[src/rtl/exu_result_queue.sv]
// Execution-stage result queue: 1-cycle integer ALU plus FPU completions merged in arrival order
// into a registered DEPTH-entry FIFO that drains to writeback via valid/ready.
module exu_result_queue #(
    parameter int unsigned XLEN  = 32,
    parameter int unsigned FLEN  = 16,
    parameter int unsigned DEPTH = 4,
    parameter int unsigned TAG_W = 5
) (
    input  logic                     clk,
    input  logic                     rst,
    input  logic                     flush,
    input  logic                     issue_valid,
    output logic                     issue_ready,
    input  logic [2:0]               issue_op,
    input  logic [XLEN-1:0]          issue_rs1,
    input  logic [XLEN-1:0]          issue_rs2,
    input  logic [TAG_W-1:0]         issue_tag,
    input  logic                     fpu_busy,
    input  logic                     fpu_complete,
    input  logic [FLEN-1:0]          fpu_result,
    input  logic [4:0]               fpu_flags,
    input  logic [TAG_W-1:0]         fpu_tag,
    output logic                     wb_valid,
    input  logic                     wb_ready,
    output logic [XLEN-1:0]          wb_data,
    output logic [TAG_W-1:0]         wb_tag,
    output logic                     wb_is_fp,
    output logic [4:0]               wb_flags,
    output logic [$clog2(DEPTH):0]   count,
    output logic                     ovf
);

    localparam int unsigned PW = $clog2(DEPTH);
    localparam int unsigned CW = PW + 1;
    localparam int unsigned SW = $clog2(XLEN);

    logic [XLEN-1:0]  data_mem  [DEPTH];
    logic [TAG_W-1:0] tag_mem   [DEPTH];
    logic             fp_mem    [DEPTH];
    logic [4:0]       flags_mem [DEPTH];

    logic [PW-1:0] rd_ptr_q, rd_ptr_d, wr_ptr_q, wr_ptr_d;
    logic [CW-1:0] count_q, count_d;
    logic          ovf_q, ovf_d;

    logic [XLEN-1:0]  alu_res, fp_boxed, wr_data;
    logic [TAG_W-1:0] wr_tag;
    logic [4:0]       wr_flags;
    logic             wr_fp, wr_en, int_wr, fpu_wr, deq, full;
    logic [CW:0]      need;

    always_comb begin
        alu_res = '0;
        case (issue_op)
            3'b000:  alu_res = issue_rs1 + issue_rs2;
            3'b001:  alu_res = issue_rs1 - issue_rs2;
            3'b010:  alu_res = issue_rs1 & issue_rs2;
            3'b011:  alu_res = issue_rs1 | issue_rs2;
            3'b100:  alu_res = issue_rs1 ^ issue_rs2;
            3'b101:  alu_res = issue_rs1 << issue_rs2[SW-1:0];
            3'b110:  alu_res = issue_rs1 >> issue_rs2[SW-1:0];
            default: alu_res = issue_rs1;
        endcase
    end

    // NaN-boxing; written this way so FLEN == XLEN needs no zero-width replication.
    always_comb begin
        fp_boxed = '1;
        fp_boxed[FLEN-1:0] = fpu_result;
    end

    assign full        = (count_q == CW'(DEPTH));
    assign deq         = wb_valid & wb_ready;
    assign need        = {1'b0, count_q} + {{CW{1'b0}}, fpu_busy};
    assign issue_ready = !flush && !fpu_complete && (need < (CW + 1)'(DEPTH));
    assign int_wr      = issue_valid & issue_ready;
    // A full queue still takes an FPU result if the head leaves in the same cycle.
    assign fpu_wr      = fpu_complete & !flush & (!full | deq);
    assign wr_en       = int_wr | fpu_wr;

    always_comb begin
        wr_data  = alu_res;
        wr_tag   = issue_tag;
        wr_fp    = 1'b0;
        wr_flags = 5'b0;
        if (fpu_complete) begin
            wr_data  = fp_boxed;
            wr_tag   = fpu_tag;
            wr_fp    = 1'b1;
            wr_flags = fpu_flags;
        end
    end

    always_comb begin
        rd_ptr_d = rd_ptr_q;
        wr_ptr_d = wr_ptr_q;
        count_d  = count_q;
        ovf_d    = ovf_q | (fpu_complete & !flush & full & !deq);
        if (flush) begin
            rd_ptr_d = '0;
            wr_ptr_d = '0;
            count_d  = '0;
        end else begin
            if (wr_en) wr_ptr_d = wr_ptr_q + 1'b1;
            if (deq)   rd_ptr_d = rd_ptr_q + 1'b1;
            if (wr_en && !deq)      count_d = count_q + 1'b1;
            else if (!wr_en && deq) count_d = count_q - 1'b1;
        end
    end

    always_ff @(posedge clk or posedge rst) begin
        if (rst) begin
            rd_ptr_q <= '0;
            wr_ptr_q <= '0;
            count_q  <= '0;
            ovf_q    <= 1'b0;
        end else begin
            rd_ptr_q <= rd_ptr_d;
            wr_ptr_q <= wr_ptr_d;
            count_q  <= count_d;
            ovf_q    <= ovf_d;
        end
    end

    always_ff @(posedge clk) begin
        if (wr_en) begin
            data_mem[wr_ptr_q]  <= wr_data;
            tag_mem[wr_ptr_q]   <= wr_tag;
            fp_mem[wr_ptr_q]    <= wr_fp;
            flags_mem[wr_ptr_q] <= wr_flags;
        end
    end

    always_comb begin
        wb_valid = (count_q != '0);
        wb_data  = '0;
        wb_tag   = '0;
        wb_is_fp = 1'b0;
        wb_flags = 5'b0;
        if (wb_valid) begin
            wb_data  = data_mem[rd_ptr_q];
            wb_tag   = tag_mem[rd_ptr_q];
            wb_is_fp = fp_mem[rd_ptr_q];
            wb_flags = flags_mem[rd_ptr_q];
        end
    end

    assign count = count_q;
    assign ovf   = ovf_q;

endmodule
[config.mk]
export PLATFORM = sky130hd
export DESIGN_NAME = exu_result_queue
export DESIGN_NICKNAME = d
export VERILOG_FILES = /design/src/rtl/exu_result_queue.sv
export SDC_FILE = /design/constraint.sdc
export NUM_CORES = 1
export LEC_CHECK = 0
export CORE_MARGIN = 2
export CORE_UTILIZATION = 40
export CTS_CLUSTER_DIAMETER = 150
export DETAILED_ROUTE_END_ITERATION = 8
export HOLD_SLACK_MARGIN = 0.03
export RECOVER_POWER = 100
export SLEW_MARGIN = 20
export SYNTH_ARGS = -nofsm -noshare
export SYNTH_HDL_FRONTEND = slang
export SYNTH_SLANG_ARGS = --single-unit
[constraint.sdc]
create_clock -name clk -period 6.3 [get_ports clk]
set_clock_uncertainty 0.1 [all_clocks]
set_input_delay 0.945 -clock clk [delete_from_list [all_inputs] [get_ports clk]]
set_output_delay 0.945 -clock clk [all_outputs]
set_load 0.01 [all_outputs]
## Yosys cells after proc, flatten, opt, wreduce, memory -nomap -nowiden

Memories as Yosys holds them, arrays and structs flattened.
Cells that the tools add are included.
W data, S select, Z words.

| word-level totals | value |
|---|---|
| register bits after elaboration | 8 |
| memory bits (writable) | 172 |
| bits of input ports | 105 |
| output and inout port bits | 49 |
| word-level logic and storage cells | 69 |
| memories | 4 |

| cells by class | value |
|---|---|
| add/subtract/negate cells | 7 |
| $lt $le $gt $ge | 1 |
| eq/ne operators | 7 |
| shifts and indexed selects | 2 |
| multiplexer cells | 18 |
| bitwise operators | 12 |
| reductions and logical operators | 14 |

Memory list:

| name | words | width | read ports | clocked after memory_dff | write ports | RTL line | RTL |
|---|---|---|---|---|---|---|---|
| data_mem | 4 | 32 | 1 | 0 | 1 | 37 | `logic [XLEN-1:0] data_mem [DEPTH];` |
| flags_mem | 4 | 5 | 1 | 0 | 1 | 40 | `logic [4:0] flags_mem [DEPTH];` |
| tag_mem | 4 | 5 | 1 | 0 | 1 | 38 | `logic [TAG_W-1:0] tag_mem [DEPTH];` |
| fp_mem | 4 | 1 | 1 | 0 | 1 | 39 | `logic fp_mem [DEPTH];` |

Operators with widths:

| kind | count |
|---|---|
| $pmux W32 S7 | 1 |
| $mux W32 | 2 |
| $add A32 B32 Y32 | 1 |
| $and A32 B32 Y32 | 1 |
| $or A32 B32 Y32 | 1 |
| $shl A32 B5 Y32 | 1 |
| $shr A32 B5 Y32 | 1 |
| $sub A32 B32 Y32 | 1 |
| $xor A32 B32 Y32 | 1 |
| $mux W5 | 4 |
| $eq A3 B3 Y1 const B | 4 |
| $mux W3 | 3 |
| $mux W2 | 4 |
| $and A1 B1 Y1 | 6 |
| $eq A3 B2 Y1 const B | 2 |
| $reduce_bool A3 Y1 | 2 |
| $logic_not A1 Y1 | 5 |
| $add A2 B1 Y2 const B | 2 |
| $add A3 B1 Y4 | 1 |
| $logic_and A1 B1 Y1 | 4 |
| $lt A4 B3 Y1 const B | 1 |
| $mux W1 | 4 |
| $reduce_bool A2 Y1 | 2 |
| $add A3 B1 Y3 const B | 1 |
| other kinds (4) | 6 |

## Logic depth before layout (Yosys ltp)

| logic depth | value |
|---|---|
| depth after elaboration | 10 |
| gate-level depth with buffers | 19 |
| gate-level depth less buffers | 16 |

## Worst setup path before layout

Ideal clock, no wire load.

| path | value |
|---|---|
| kind | input to register |
| start | input port issue_rs2[0] |
| end | memory data_mem[0][26] (data pin) |
| library setup time | 0.272 ns |
| arrival time | 4.599 ns |
| data required time | 5.928 ns |
| slack | 1.329 ns |
| stages | 17 |
| buffers on the path | 4 |
| cells stage by stage | buf_4 > inv_2 > buf_2 > buf_2 > ha_1 > nor3b_1 > nand2_1 > o41ai_1 > xnor2_1 > ha_1 > clkbuf_1 > nand2_1 > a211o_1 > o21ai_1 > a21oi_1 > o21a_1 > a311o_1 |

| on the way | value |
|---|---|
| word-level cells in the longest chain between the ends | 3 |
| elaborated cells between the ends (all ways) | 6 |
| classes of those cells | 2 x add/sub; 2 x shift; 2 x mux |

Ends and longest elaborated chain:

| item | RTL line | RTL |
|---|---|---|
| start: declaration | 16 | `input logic [XLEN-1:0] issue_rs2,` |
| $sub A32 B32 Y32, or another cell as far along | 56 | `3'b001: alu_res = issue_rs1 - issue_rs2;` |
| $pmux W32 S7 * | 54 | `case (issue_op)` |
| $mux W32 * | 86 | `if (fpu_complete) begin` |
| via wr_data[26] | 46 | `logic [XLEN-1:0] alu_res, fp_boxed, wr_data;` |
| end: declaration | 37 |  |

Mark *: on every way through the listed nets, which the timed path passes. The rest lies on a longest branch.

## Worst setup path in the final report

| path | value |
|---|---|
| start | input port fpu_complete |
| end | memory data_mem[2][9], enable pin |

| on the way | value |
|---|---|
| word-level cells in the longest chain between the ends | 7 |
| elaborated cells between the ends (all ways) | 9 |
| classes of those cells | 2 x mux; 4 x bitwise; 3 x reduce/logical |

Ends and longest elaborated chain:

| item | RTL line | RTL |
|---|---|---|
| start: declaration | 19 | `input logic fpu_complete,` |
| $logic_not A1 Y1 | 75 | `assign issue_ready = !flush && !fpu_complete && (need < (CW + 1)'(DEPTH));` |
| $logic_and A1 B1 Y1 (2 in series) | 75 |  |
| $and A1 B1 Y1 | 76 | `assign int_wr = issue_valid & issue_ready;` |
| $or A1 B1 Y1 * | 79 | `assign wr_en = int_wr \| fpu_wr;` |
| $mux W1 * | 126 | `if (wr_en) begin` |
| $mux W1 (implied by the code) * | 127 | `data_mem[wr_ptr_q] <= wr_data;` |

Mark *: on every way between the ends. The rest lies on a longest branch, timed or not.

==> impl_metrics.yaml <==
sta:
  totalNegativeSetupSlack_ns: 0
  timing_hold_violations_final: 0
  drv_slew: 151
  tightestPinTransition_ns: 2.45
  final_worst_hold_slack_ns: 0.362
  timing.final.crit_period_ns: 5.45
  setup_ws_ns: 0.852
  rsz0062_at_grt: "no"
  finalSetupViolCount: 0
  timing.slew.headroom_pct: -63.1
  period_share_pct: 86.5
  highest_clock_frequency_the_design_can_meet_mhz: 184
floorplanning:
  core_area_mm2: 0.0386
  die_area_mm2: 0.0408
  die-width_um: 202
  die-height_um: 202
  initial_utilization_pct: 40.6
  rows: 72
  ports_placed_on_the_boundary: 154
global_route:
  global_route_wire_length_before_repair_mm: 85.8
  first_global_vias: 13520
  grt.total_usage_pct: 27.8
  largest_net_degree_at_the_start_of_global_routing: 64
  grt_antenna_before_repair: 2
  grt_overflow_total: 0
finish:
  drive_above_1_share_pct: 10.4
  mostFrequentLayoutCells: "nand2_1 (172), edfxtp_1 (172), o21ai_0 (134)"
  n_antenna_cell: 0
  area_growth_syn_to_layout_pct: 16.0
  final_cell_area_mm2: 0.0182
  fillerInstances: 3707
  number_of_nets_in_the_finished_design: 1940
  postLayoutCoreUtil_pct: 47.0
  post_layout_nonfiller_instances: 2263
yosys:
  synth_warnings: 0
  post-synth-top-area-cell: "edfxtp_1"
  share_of_the_synthesized_area_in_the_top_cell_type_pct: 33.0
  ys_dominant_reg_cell: "edfxtp_1"
  post_synth_num_cell_types: 80
  syn-instance-count: 1635
  yosysSeqAreaShare_pct: 34.2
  synth_edf_count: 172
  synth.cell_area_mm2: 0.0157
  postSynthRegisterBits: 180
  postSynth.asyncResetShare_pct: 4.44
  synthesis.nets: 1843
  synth_area_leaders: "edfxtp_1 (33%), mux4_2 (11%), ha_1 (8.1%)"
  syn-mean-instance-area_um2: 9.59
placed_design:
  detailed_place_hpwl_mm: 42.8
  place_worst_setup_slack_ns: 0.579
  port-buffer-count: 153
  placement.cell_area_mm2: 0.0177
  number_of_instances_in_the_placed_design: 2231
  globalplace.congestion: 1.04
status:
  failed_checks: "capacitance limit, slew limit"
  outcome: "complete, but fails checks"
worst_setup_path:
  critical_path_class: "in -> reg"
  r2r-end: "data_mem[2][9]"
  r2r_slack_ns: 2.53
  cp_max_fo: 31
  worst_path_required_time_ns: 6.24
  critPathLaunchType: "input port"
  critical_path_end: "data_mem[2][9]"
  r2r-start: "count[1]"
  ff2ff_path_depth: 6
  endpoint_kind: "flop"
  critical_path.startpoint: "fpu_complete"
  critical_path_arrival_ns: 5.39
routing:
  number_of_drc_violations_after_detailed_routing: 0
  wl_per_cell_um: 25.5
  num_vias: 14062
  residual_antenna_violating_net_count_after_detailed_routing: 0
  routed_wirelength_mm: 57.6
  post_drt_via_cell_ratio: 6.21
  initial_detailed_routing_violation_count: 1683
  firstDrtPassIters: 6
clocking:
  clock_tree.htree_level_count: 4
  cts_made_buffers: 17
  clk_pin_slew_ns: 0.07
  cts_tree: "done"
  cts-root-to-sink-buffers: 2
  cts_hold_buf: 0
  clock_root_buffer: "clkbuf_16"
  postCtsResizedCells: 0
  post_cts.repair.setup_buffers: 0
  clock_insertion_delay_worst_skew_ns: 0.41
  clock_sinks: 180
power_and_ir_drop:
  cell_internal_pwr_mw: 2.97
  power_leakage_nw: 6.69
  power.net_switching_mw: 1.61
  finalPower_mw: 4.58
  p_sw_share_pct: 35.1
  power_frac_seq_pct: 32.4
  power.share.clock_pct: 22.5
  share_comb_of_total_power_pct: 45.1
  ir_drop_mv: 0.176
  pwr_density_cell_mw_per_mm2: 252
run:
  drv_cap: 4
worst_hold_path:
  hold_crit_class: "reg -> reg"
  holdPathStages: 1
-- how the worst min path moves through the flow --
stage / endpoint / startpoint / slack [ns]
after floorplan: ovf / ovf / 0.41
after global placement: ovf / ovf / 0.36
after detailed placement: ovf / ovf / 0.36
after CTS: ovf / ovf / 0.37
after global routing: ovf / ovf / 0.41
final: ovf / ovf / 0.36
-- power groups by stage --
| stage | registers, mW | clock network, mW | logic [mW] |
|---|---|---|---|
| floorplan | 1.48 | 0 | 1.24 |
| global placement | 1.51 | 0 | 2.08 |
| detailed placement | 1.51 | 0 | 2.09 |
| CTS | 1.49 | 1.05 | 2.10 |
| global route | 1.50 | 1.10 | 2.22 |
| finish | 1.48 | 1.03 | 2.07 |
-- area by class of cell --
class	instances	area, um^2	share of cell area [%]
Multi-Input combinational cell	1251	9440	51.9
Timing Repair Buffer	202	1840	10.1
Clock buffer	18	429	2.36
Sequential cell	180	5370	29.5
Clock inverter	14	151	0.833
Inverter	80	300	1.65
Tap cell	518	648	3.57
-- logic make-up after synthesis --
kind of cell,count (synthesis),share of synthesized area [%]
AOI/OAI and AO/OA,475,19.0
xor gates and xnor gates,55,3.07
adders and majority gates,103,8.32
buffers and inverters,204,5.44
DFF,180,34.2
muxes,153,16.1
and+or+nand+nor,465,13.8
-- routing by layer --
layer	wire length, um	track usage [%]	vias up
li1	-	-	6326
met5	17	0	-
met1	24300	38.6	6881
met3	4760	3.79	126
met2	26500	44.5	727
met4	2050	10.5	2
-- state kept, by name, summed over array words and instances (netlist names) --
name	cells
ovf	1
data_mem	128
fp_mem	4
tag_mem	20
wr_ptr_q	2
rd_ptr_q	2
count	3
flags_mem	20
-- cells in the mapped netlist, types with 14 or more instances --
master and instances:
edfxtp_1 172, nand2_1 172, o21ai_0 132, a21oi_1 131, nor2_1 131, ha_1 101
inv_1 78, mux4_2 77, clkbuf_1 70, mux2i_1 56, and2_1 51, xnor2_1 45
buf_2 34, o22ai_1 25, o211ai_1 24, a211oi_1 22, a31oi_1 22, a21o_1 21
mux2_2 20, nor3_1 17, nand3_1 15, nor2b_1 15, a221oi_1 14
-- critical path, cell delays in order --
cell	delay (ns)
clkbuf_1	1.01
inv_1	0.73
nor3_1	0.33
a21oi_1	0.07
clkbuf_1	0.29
nor2b_1	1.07
clkbuf_2	0.89
No activity file was read; power rests on OpenSTA's default activity.
